### config.mk
export PLATFORM = sky130hd
export DESIGN_NAME = sum_operand_loader_flat
export DESIGN_NICKNAME = d
export VERILOG_FILES = /design/src/rtl/sum_pkg.sv /design/src/rtl/sum_operand_loader_if.sv /design/src/rtl/sum_watchdog.sv /design/src/rtl/sum_operand_loader.sv /design/src/flat_wrapper.sv
export SDC_FILE = /design/constraint.sdc
export NUM_CORES = 1
export LEC_CHECK = 0
export ABC_CLOCK_PERIOD_IN_PS = 2760
export CAP_MARGIN = 20
export CORE_ASPECT_RATIO = 1.5
export CORE_MARGIN = 2
export CORE_UTILIZATION = 46
export DETAILED_ROUTE_END_ITERATION = 12
export PLACE_DENSITY = 0.73
export SYNTH_ARGS = -nofsm -noshare
export SYNTH_HDL_FRONTEND = slang
export SYNTH_SLANG_ARGS = --single-unit
### constraint.sdc
create_clock -name clk -period 2.76 [get_ports clk]
set_input_delay 0.276 -clock clk [delete_from_list [all_inputs] [get_ports clk]]
set_output_delay 0.276 -clock clk [all_outputs]
set_load 0.1 [all_outputs]
### src/rtl/sum_pkg.sv
// Shared constants and state type for the operand loader and the summer it feeds.
// Latency: n/a (declarations only).
// Backpressure: n/a.
package sum_pkg;

    localparam int SUM_N       = 30;  // operands per frame
    localparam int SUM_W       = 5;   // operand width in bits
    localparam int SUM_TIMEOUT = 16;  // max cycles from start to sum_done

    typedef enum logic [1:0] {
        FILL   = 2'd0,
        LAUNCH = 2'd1,
        WAIT   = 2'd2
    } sum_state_t;

    // Width of an index that counts 0..n-1; never narrower than one bit.
    function automatic int idx_bits(input int n);
        return (n > 1) ? $clog2(n) : 1;
    endfunction

endpackage

### src/rtl/sum_operand_loader_if.sv
// Upstream word stream plus summer handshake for the operand loader.
// Latency: n/a (wires only).
// Backpressure: upstream is stalled by in_ready; the summer releases operands via sum_done.
interface sum_operand_loader_if
    import sum_pkg::*;
#(
    parameter int N = SUM_N,
    parameter int W = SUM_W
);
    logic           in_valid;
    logic [W-1:0]   in_data;
    logic           in_last;
    logic           in_ready;
    logic [N*W-1:0] num_bus;
    logic           start;
    logic           sum_done;
    logic           frame_err;
    logic           timeout;
    logic [7:0]     frame_cnt;

    // Driver side: upstream source and summer.
    modport master (
        output in_valid, in_data, in_last, sum_done,
        input  in_ready, num_bus, start, frame_err, timeout, frame_cnt
    );

    // Loader side.
    modport slave (
        input  in_valid, in_data, in_last, sum_done,
        output in_ready, num_bus, start, frame_err, timeout, frame_cnt
    );
endinterface

### src/rtl/sum_watchdog.sv
// Counts cycles while enabled and flags the cycle the count reaches TIMEOUT-1.
// Latency: expire is combinational from the registered count, TIMEOUT-1 cycles after enable rises.
// Backpressure: none; the counter clears whenever disabled or expiring.
module sum_watchdog #(
    parameter int TIMEOUT = 16
) (
    input  logic clk,
    input  logic rst,
    input  logic en,
    output logic expire
);
    localparam int CW = $clog2(TIMEOUT + 1);

    logic [CW-1:0] cnt;

    assign expire = en && (cnt == CW'(TIMEOUT - 1));

    // Count up while enabled; restart from zero on every fresh enable.
    always_ff @(posedge clk) begin
        if (rst || !en || expire) begin
            cnt <= '0;
        end else begin
            cnt <= cnt + 1'b1;
        end
    end
endmodule

### src/rtl/sum_operand_loader.sv
// Collects N operand words into registered slots, launches the summer, waits for sum_done.
// Latency: start one cycle after the last-word transfer; minimum start spacing N+2 cycles.
// Backpressure: in_ready only in FILL; operands are frozen until sum_done or watchdog expiry.
module sum_operand_loader
    import sum_pkg::*;
#(
    parameter int N       = SUM_N,
    parameter int W       = SUM_W,
    parameter int TIMEOUT = SUM_TIMEOUT
) (
    input  logic                 clk,
    input  logic                 rst,
    sum_operand_loader_if.slave  bus
);
    localparam int IW = idx_bits(N);

    sum_state_t     state;
    sum_state_t     state_nxt;
    logic [IW-1:0]  idx;
    logic [N*W-1:0] num_q;
    logic           frame_err_q;
    logic [7:0]     frame_cnt_q;
    logic           ready_c;
    logic           start_c;
    logic           timeout_c;
    logic           xfer;
    logic           at_end;
    logic           wd_en;
    logic           wd_expire;

    assign at_end = (idx == IW'(N - 1));
    assign xfer   = bus.in_valid && ready_c;
    assign wd_en  = (state == WAIT);

    sum_watchdog #(.TIMEOUT(TIMEOUT)) u_watchdog (
        .clk    (clk),
        .rst    (rst),
        .en     (wd_en),
        .expire (wd_expire)
    );

    // State register.
    always_ff @(posedge clk) begin
        if (rst) begin
            state <= FILL;
        end else begin
            state <= state_nxt;
        end
    end

    // Next state and per-state strobes; every strobe is suppressed while in reset.
    always_comb begin
        state_nxt = state;
        ready_c   = 1'b0;
        start_c   = 1'b0;
        timeout_c = 1'b0;
        case (state)
            FILL: begin
                ready_c = !rst;
                if (bus.in_valid && at_end && bus.in_last) begin
                    state_nxt = LAUNCH;
                end
            end
            LAUNCH: begin
                start_c   = !rst;
                state_nxt = WAIT;
            end
            WAIT: begin
                // sum_done takes priority over an expiry in the same cycle.
                if (bus.sum_done) begin
                    state_nxt = FILL;
                end else if (wd_expire) begin
                    timeout_c = !rst;
                    state_nxt = FILL;
                end
            end
            default: state_nxt = FILL;
        endcase
    end

    // Operand slots, slot index, framing error pulse and launch counter.
    always_ff @(posedge clk) begin
        if (rst) begin
            idx         <= '0;
            num_q       <= '0;
            frame_err_q <= 1'b0;
            frame_cnt_q <= 8'd0;
        end else begin
            frame_err_q <= 1'b0;
            if (xfer) begin
                num_q[int'(idx)*W +: W] <= bus.in_data;
                // A frame ends on in_last or on the final slot; it is only
                // well formed when both happen together.
                if (at_end || bus.in_last) begin
                    idx <= '0;
                end else begin
                    idx <= idx + 1'b1;
                end
                if (at_end != bus.in_last) begin
                    frame_err_q <= 1'b1;
                end
            end
            if (state == LAUNCH) begin
                frame_cnt_q <= frame_cnt_q + 8'd1;
            end
        end
    end

    assign bus.in_ready  = ready_c;
    assign bus.start     = start_c;
    assign bus.timeout   = timeout_c;
    assign bus.frame_err = frame_err_q && !rst;
    assign bus.frame_cnt = frame_cnt_q;
    assign bus.num_bus   = num_q;
endmodule

### src/flat_wrapper.sv
// flat-port wrapper written by rule: the top's interface ports become plain ports
module sum_operand_loader_flat import sum_pkg::*;
#(
    parameter int N       = SUM_N,
    parameter int W       = SUM_W,
    parameter int TIMEOUT = SUM_TIMEOUT
)
  (clk, rst, bus_in_valid, bus_in_data, bus_in_last, bus_sum_done, bus_in_ready, bus_num_bus, bus_start, bus_frame_err, bus_timeout, bus_frame_cnt);
  sum_operand_loader_if #(.N(N), .W(W)) bus_i ();
  input  logic clk;
  input  logic rst;
  input wire logic [$bits(bus_i.in_valid)-1:0] bus_in_valid;
  input wire logic [$bits(bus_i.in_data)-1:0] bus_in_data;
  input wire logic [$bits(bus_i.in_last)-1:0] bus_in_last;
  input wire logic [$bits(bus_i.sum_done)-1:0] bus_sum_done;
  output wire logic [$bits(bus_i.in_ready)-1:0] bus_in_ready;
  output wire logic [$bits(bus_i.num_bus)-1:0] bus_num_bus;
  output wire logic [$bits(bus_i.start)-1:0] bus_start;
  output wire logic [$bits(bus_i.frame_err)-1:0] bus_frame_err;
  output wire logic [$bits(bus_i.timeout)-1:0] bus_timeout;
  output wire logic [$bits(bus_i.frame_cnt)-1:0] bus_frame_cnt;
  assign bus_i.in_valid = bus_in_valid;
  assign bus_i.in_data = bus_in_data;
  assign bus_i.in_last = bus_in_last;
  assign bus_i.sum_done = bus_sum_done;
  assign bus_in_ready = bus_i.in_ready;
  assign bus_num_bus = bus_i.num_bus;
  assign bus_start = bus_i.start;
  assign bus_frame_err = bus_i.frame_err;
  assign bus_timeout = bus_i.timeout;
  assign bus_frame_cnt = bus_i.frame_cnt;
  sum_operand_loader #(.N(N), .W(W), .TIMEOUT(TIMEOUT)) u_core (.clk(clk), .rst(rst), .bus(bus_i));
endmodule
==> results of run 1 <==
-- layout make-up --
| type | count | area, um2 |
|---|---|---|
| Tap cell | 206 | 257.7 |
| Clock buffer | 17 | 425.4 |
| Sequential cell | 171 | 3423 |
| Inverter | 6 | 22.52 |
| Multi-Input combinational cell | 527 | 4008 |
| Fill cell | 1383 | 6551 |
| Clock inverter | 14 | 148.9 |
| Timing Repair Buffer | 187 | 1424 |
-- layer usage --
| layer | global-route usage (%) | part of all wire [%] | vias up |
|---|---|---|---|
| li1 | - | - | 2913 |
| met1 | 27.49 | 41 | 2879 |
| met2 | 40.07 | 53 | 143 |
| met3 | 4.254 | 4.2 | 20 |
| met4 | 7.422 | 1.6 | 0 |
| met5 | 0 | 0 | - |
-- state kept, by name, indices dropped and copies added (netlist names) --
signal,cells
u_core.frame_err_q,1
u_core.idx,5
u_core.state,2
u_core.bus.num_bus,150
u_core.bus.frame_cnt,8
u_core.u_watchdog.cnt,5
-- power groups by stage --
| stage | clock network, mW | registers [mW] | logic (mW) |
|---|---|---|---|
| floorplan | 0 | 2.59 | 0.168 |
| global placement | 0 | 2.54 | 0.305 |
| detailed placement | 0 | 2.54 | 0.309 |
| CTS | 2.41 | 2.48 | 0.310 |
| global route | 2.52 | 2.48 | 0.330 |
| finish | 2.36 | 2.48 | 0.310 |
-- critical path: stages, from the launching register on --
cell and delay (ns):
dfxtp_1 0.31, inv_1 0.11, ha_1 0.50, o21ai_0 0.25, nor4b_1 0.58, o311ai_2 0.28, mux2i_1 0.19
-- kinds of logic after synthesis --
family                   share of synthesized area [%]
multiplexers                                     19.74
AO/OA/AOI/OAI                                    6.619
AND/OR/NAND/NOR                                  22.81
flip-flops                                       44.71
XOR/XNOR                                         1.716
adder cells (fa/ha/maj)                          1.307
buffers and inverters                            3.089
-- cells in the final DEF, fill, tap and decap left out, types with 12 or more instances in the layout --
cell type,n
a21oi_1,13
buf_4,179
clkbuf_16,17
dfxtp_1,171
mux2i_1,151
nand2_1,20
nand2b_1,142
nand3b_1,12
nand4_1,16
nor2_1,25
nor2b_1,22
o21ai_0,12
-- through the flow --
step | hold slack [ns] | util (%) | setup TNS [ns]
after floorplan | 0.4176 | - | -0.02757
after global placement | 0.4242 | 56.18 | 0
after detailed placement | 0.4505 | 56.18 | 0
after CTS | 0.2731 | 59.71 | 0
after global routing | 0.2946 | 59.71 | 0
final | 0.2957 | 59.71 | 0
-- worst max-delay path by stage --
stage,to,cells past startpoint,start
after floorplan,bus_timeout,4,u_core.u_watchdog.cnt[0]$_SDFF_PP0_
after global placement,u_core.bus.num_bus[102]$_SDFFE_PP0P_,5,bus_in_valid
after detailed placement,u_core.bus.num_bus[103]$_SDFFE_PP0P_,5,bus_in_valid
after CTS,u_core.bus.num_bus[95]$_SDFFE_PP0P_,6,u_core.idx[0]$_SDFFE_PP0P_
after global routing,u_core.bus.num_bus[21]$_SDFFE_PP0P_,6,u_core.idx[0]$_SDFFE_PP0P_
final,u_core.bus.num_bus[21]$_SDFFE_PP0P_,6,u_core.idx[0]$_SDFFE_PP0P_
==> metrics.csv, run 1 <==
stage,metric,value,unit
run_status,outcome,finished clean,
power_and_ir_drop,ir_worst_vdd,0.4255,mV
global_routing,grt-ovfl-total,0,
clock_network,postCtsResizedCells,0,
min_path,hp-class,in -> reg,
logic_synthesis,syn_area,7656,um2
sta,post-route-period-util,85.96,%
die,die_area,17710,um2
place,dp_hpwl,14.04,mm
sta,period_minus_slack,2.372,ns
place,placed_area,9135,um2
logic_synthesis,synth.avg_cell_area,10.15,um2
worst_setup_path,startpoint_type,flip-flop,
worst_setup_path,rrSetupSlack,0.39,ns
global_routing,grt_pass1_vias,6024,
clock_network,h-tree-depth,4,
global_routing,grt_pass1_wl,31.79,mm
worst_setup_path,cp.arrival,2.64,ns
drt,wl_per_cell,17.60,um
logic_synthesis,ys.flop_type,dfxtp_1,
worst_setup_path,timing.rr.end,u_core.bus.num_bus[21]$_SDFFE_PP0P_,
power_and_ir_drop,clkPwrFrac,45.9,%
logic_synthesis,synth_common_cells,"dfxtp_1, mux2i_1, nand2b_1",
die,floorplan.initialDensity,47.08,%
clock_network,cts_sinks,171,
clock_network,holdBufCountCts,0,
power_and_ir_drop,seqPwrFrac,48.1,%
drt,dr.pass1.iters,4,
cells_and_area,fin_nets,928,
clock_network,clock-root-buffer,clkbuf_16,
logic_synthesis,netlist_instances,754,
cells_and_area,area_delta_synth_final,26.82,%
cells_and_area,final_layout_size_suffix_gt1_share,26.46,%
power_and_ir_drop,p_leak,4.150,nW
sta,layout_setup_ws,0.3875,ns
cells_and_area,layout.cells.non_filler,1128,
sta,clock_skew,0.01327,ns
sta,final_hold_viol_count,0,
die,die_w,109.3,um
power_and_ir_drop,power.total,5.153,mW
logic_synthesis,yosysSeqAreaShare,44.71,%
clock_network,cts_max_path_buffers,2,
power_and_ir_drop,switching_share,25.17,%
logic_synthesis,yosysMostFrequentCell,dfxtp_1,
cells_and_area,finalInstanceArea,9709,um2
sta,drv_slew,0,
logic_synthesis,yosysTopAreaCellShare,44.71,%
logic_synthesis,synth_enable_flop_cells,0,
sta,setup_viol,0,
worst_setup_path,endpoint_kind,flip-flop,
drt,antenna_left,0,
global_routing,grt_antenna_before_repair,0,
sta,tightest_slew,0.8494,ns
place,dpl.cell_count,1097,
min_path,hold_end,u_core.state[0]$_SDFFE_PP0P_,
worst_setup_path,r2r_cells,6,
min_path,hold_path.startpoint,rst,
logic_synthesis,synth_top_cell_by_area,dfxtp_1,
worst_setup_path,worstPathRequired,3.03,ns
drt,vias,5955,
sta,relSlewSlack,43.37,%
worst_setup_path,cp_max_fo,16,
clock_network,post-cts-setup-buffers,0,
power_and_ir_drop,internal_power,3.856,mW
power_and_ir_drop,powerDensity,530.7,nW/um2
logic_synthesis,synth_cell_types,56,
clock_network,path_clk_slew,0.07,ns
worst_setup_path,worstSetupPathType,reg -> reg,
logic_synthesis,synth-warning-count,0,
die,core,16260,um2
die,rows,57,
global_routing,track_usage,22.75,%
drt,drt_iter0_markers,282,
sta,rsz0062_at_grt,no,
place,routabilityCongestion,0.8428,
clock_network,cts_buffers,17,
power_and_ir_drop,combPwrFrac,6.0,%
clock_network,clock_latency,0.42,ns
place,port_buffers,171,
sta,fmax,421.5,MHz
logic_synthesis,synth_area_leaders,"dfxtp_1, mux2i_1, nand2b_1",
place,place_ws,0.2370,ns
die,ios,172,
power_and_ir_drop,power_switching,1.297,mW
die,die_h,162.0,um
drt,viasPerCell,5.279,
flow_run,cap_violations,0,
drt,drc,0,
worst_setup_path,timing.rr.start,u_core.idx[0]$_SDFFE_PP0P_,
drt,routed_wirelength,19.85,mm
clock_network,cts_tree,built,
logic_synthesis,syn-num-nets,772,
global_routing,grt_start_max_net_pins,106,
logic_synthesis,ys_seq_elements,171,
min_path,hold_path_depth,3,
cells_and_area,num_antenna_cells,0,
logic_synthesis,async_flop_share,0,%
(Power assumes the default switching activity.)
==> run 2: changes to the inputs <==
--- a/config.mk
+++ b/config.mk
@@ -9,9 +9,9 @@
 export CAP_MARGIN = 20
 export CORE_ASPECT_RATIO = 1.5
 export CORE_MARGIN = 2
-export CORE_UTILIZATION = 46
+export CORE_UTILIZATION = 40
 export DETAILED_ROUTE_END_ITERATION = 12
-export PLACE_DENSITY = 0.73
+export PLACE_DENSITY = 0.64
 export SYNTH_ARGS = -nofsm -noshare
 export SYNTH_HDL_FRONTEND = slang
 export SYNTH_SLANG_ARGS = --single-unit
==> metrics.csv, run 2 (synthesized netlist as in run 1, its figures left out) <==
stage,metric,value,unit
run_status,outcome,finished clean,
cells_and_area,num_antenna_cells,0,
drt,drt_iter0_markers,251,
worst_setup_path,r2r_cells,6,
global_routing,track_usage,20.52,%
clock_network,cts_buffers,17,
cells_and_area,fin_nets,934,
cells_and_area,mostFrequentLayoutCells,"buf_4, dfxtp_1, mux2i_1",
power_and_ir_drop,p_leak,4.219,nW
place,dp_hpwl,14.07,mm
clock_network,post-cts-setup-buffers,0,
die,rows,62,
clock_network,path_clk_slew,0.07,ns
flow_run,cap_violations,0,
worst_setup_path,endpoint_kind,flip-flop,
drt,antenna_left,0,
die,floorplan.initialDensity,40.45,%
sta,layout_setup_ws,0.4291,ns
worst_setup_path,timing.rr.end,u_core.bus.num_bus[86]$_SDFFE_PP0P_,
worst_setup_path,timing.rr.start,u_core.idx[0]$_SDFFE_PP0P_,
die,core,18930,um2
place,place_ws,0.3605,ns
sta,final_hold_viol_count,0,
sta,post-route-period-util,84.45,%
power_and_ir_drop,power.total,5.359,mW
power_and_ir_drop,powerDensity,542.3,nW/um2
drt,drc,0,
worst_setup_path,cp_max_fo,16,
die,die_h,173.4,um
min_path,hp-class,in -> reg,
worst_setup_path,cp.arrival,2.69,ns
global_routing,grt_start_max_net_pins,71,
worst_setup_path,worstSetupPathType,reg -> reg,
sta,relSlewSlack,49.49,%
power_and_ir_drop,ir_worst_vdd,0.3510,mV
clock_network,h-tree-depth,4,
sta,rsz0062_at_grt,no,
clock_network,clock_latency,0.44,ns
global_routing,grt_pass1_vias,5909,
clock_network,cts_sinks,171,
drt,dr.pass1.iters,4,
die,die_w,117.0,um
cells_and_area,final_common_cell,buf_4,
clock_network,cts_max_path_buffers,2,
worst_setup_path,path_cells,inv_1 > ha_1 > o21ai_0 > o2bb2a_1 > a21oi_2 > mux2i_1,
drt,vias,5849,
drt,routed_wirelength,19.92,mm
worst_setup_path,worstPathRequired,3.12,ns
clock_network,clock-root-buffer,clkbuf_16,
worst_setup_path,critPathMaxStageDelay,0.48,ns
worst_setup_path,startpoint_type,flip-flop,
global_routing,grt_pass1_wl,32.45,mm
min_path,hold_path_depth,3,
place,port_buffers,171,
clock_network,cts_tree,built,
worst_setup_path,cp-endpoint,u_core.bus.num_bus[86]$_SDFFE_PP0P_,
drt,wl_per_cell,16.81,um
worst_setup_path,slowest_stage,ha_1,
drt,viasPerCell,4.936,
die,die_area,20290,um2
cells_and_area,fillCellCount,1837,
sta,tightest_slew,0.7544,ns
clock_network,holdBufCountCts,0,
worst_setup_path,startpoint,u_core.idx[0]$_SDFFE_PP0P_,
global_routing,grt_antenna_before_repair,0,
sta,tns,0,ns
worst_setup_path,rrSetupSlack,0.43,ns
die,ios,172,
sta,period_minus_slack,2.331,ns
cells_and_area,final_layout_size_suffix_gt1_share,27.02,%
sta,clock_skew,0.007195,ns
cells_and_area,area_delta_synth_final,29.07,%
place,routabilityCongestion,0.7882,
clock_network,postCtsResizedCells,0,
global_routing,grt-ovfl-total,0,
cells_and_area,largest_reg_flops,150,
sta,setup_viol,0,
sta,fmax,429.0,MHz
sta,drv_slew,0,
cells_and_area,fin_util,52.21,%
## run 2: cell count changes in the layout (fill, tap and decap cells not counted)
| cell | change |
|---|---|
| clkbuf_8 | +4 |
| buf_4 | +6 |
| clkinv_4 | +6 |
| inv_6 | -4 |
| bufinv_16 | +2 |
| inv_8 | -4 |
| clkinvlp_4 | -3 |
## run 2: worst min path at each step
stage | start | endpoint | slack (ns)
floorplan | u_core.u_watchdog.cnt[0]$_SDFF_PP0_ | u_core.u_watchdog.cnt[0]$_SDFF_PP0_ | 0.42
global placement | u_core.u_watchdog.cnt[0]$_SDFF_PP0_ | u_core.u_watchdog.cnt[0]$_SDFF_PP0_ | 0.43
detailed placement | u_core.u_watchdog.cnt[0]$_SDFF_PP0_ | u_core.u_watchdog.cnt[0]$_SDFF_PP0_ | 0.44
CTS | rst | u_core.state[0]$_SDFFE_PP0P_ | 0.22
global route | rst | u_core.state[0]$_SDFFE_PP0P_ | 0.24
finish | rst | u_core.state[0]$_SDFFE_PP0P_ | 0.24
## run 2: per-stage QoR
stage               cell area [um2]  cells  hold WS, ns
floorplan                      7669    754       0.4176
global placement               9243   1153       0.4287
detailed placement             9243   1153       0.4404
CTS                            9882   1185       0.2221
global route                   9882   1185       0.2395
finish                         9882   1185       0.2436
## run 2: worst max-delay path: cells and delay by family, from the launching register on
family          cells  cell delay [ns]
compound gates      3             1.10
fa+ha+maj           1             0.48
buf+inv             1             0.11
flops               1             0.31
mux                 1             0.25
## run 2: routing by layer
metal | global-route usage, % | up-vias | wire length [um]
li1 | - | 2919 | -
met3 | 5.000 | 26 | 788
met1 | 25.00 | 2791 | 8550
met5 | 0 | - | 0
met2 | 35.00 | 113 | 10220
met4 | 6.765 | 0 | 364
## run 2: power breakdown
group	internal (mW)	switching (mW)	total, mW
clock network	1.53	1.03	2.57
logic	0.105	0.208	0.313
registers	2.48	0.00455	2.48
total	4.11	1.25	5.36
## run 2: area by class of cell
type                    instances  area, um2  share of cell area (%)
clock buffers                  21      480.5                   4.862
clock inverters                11      158.9                   1.608
inverters                       6      22.52                  0.2279
multi-input cells             527       4008                   40.55
flip-flops and latches        171       3423                   34.64
well taps                     256      320.3                   3.241
repair buffers                193       1469                   14.86
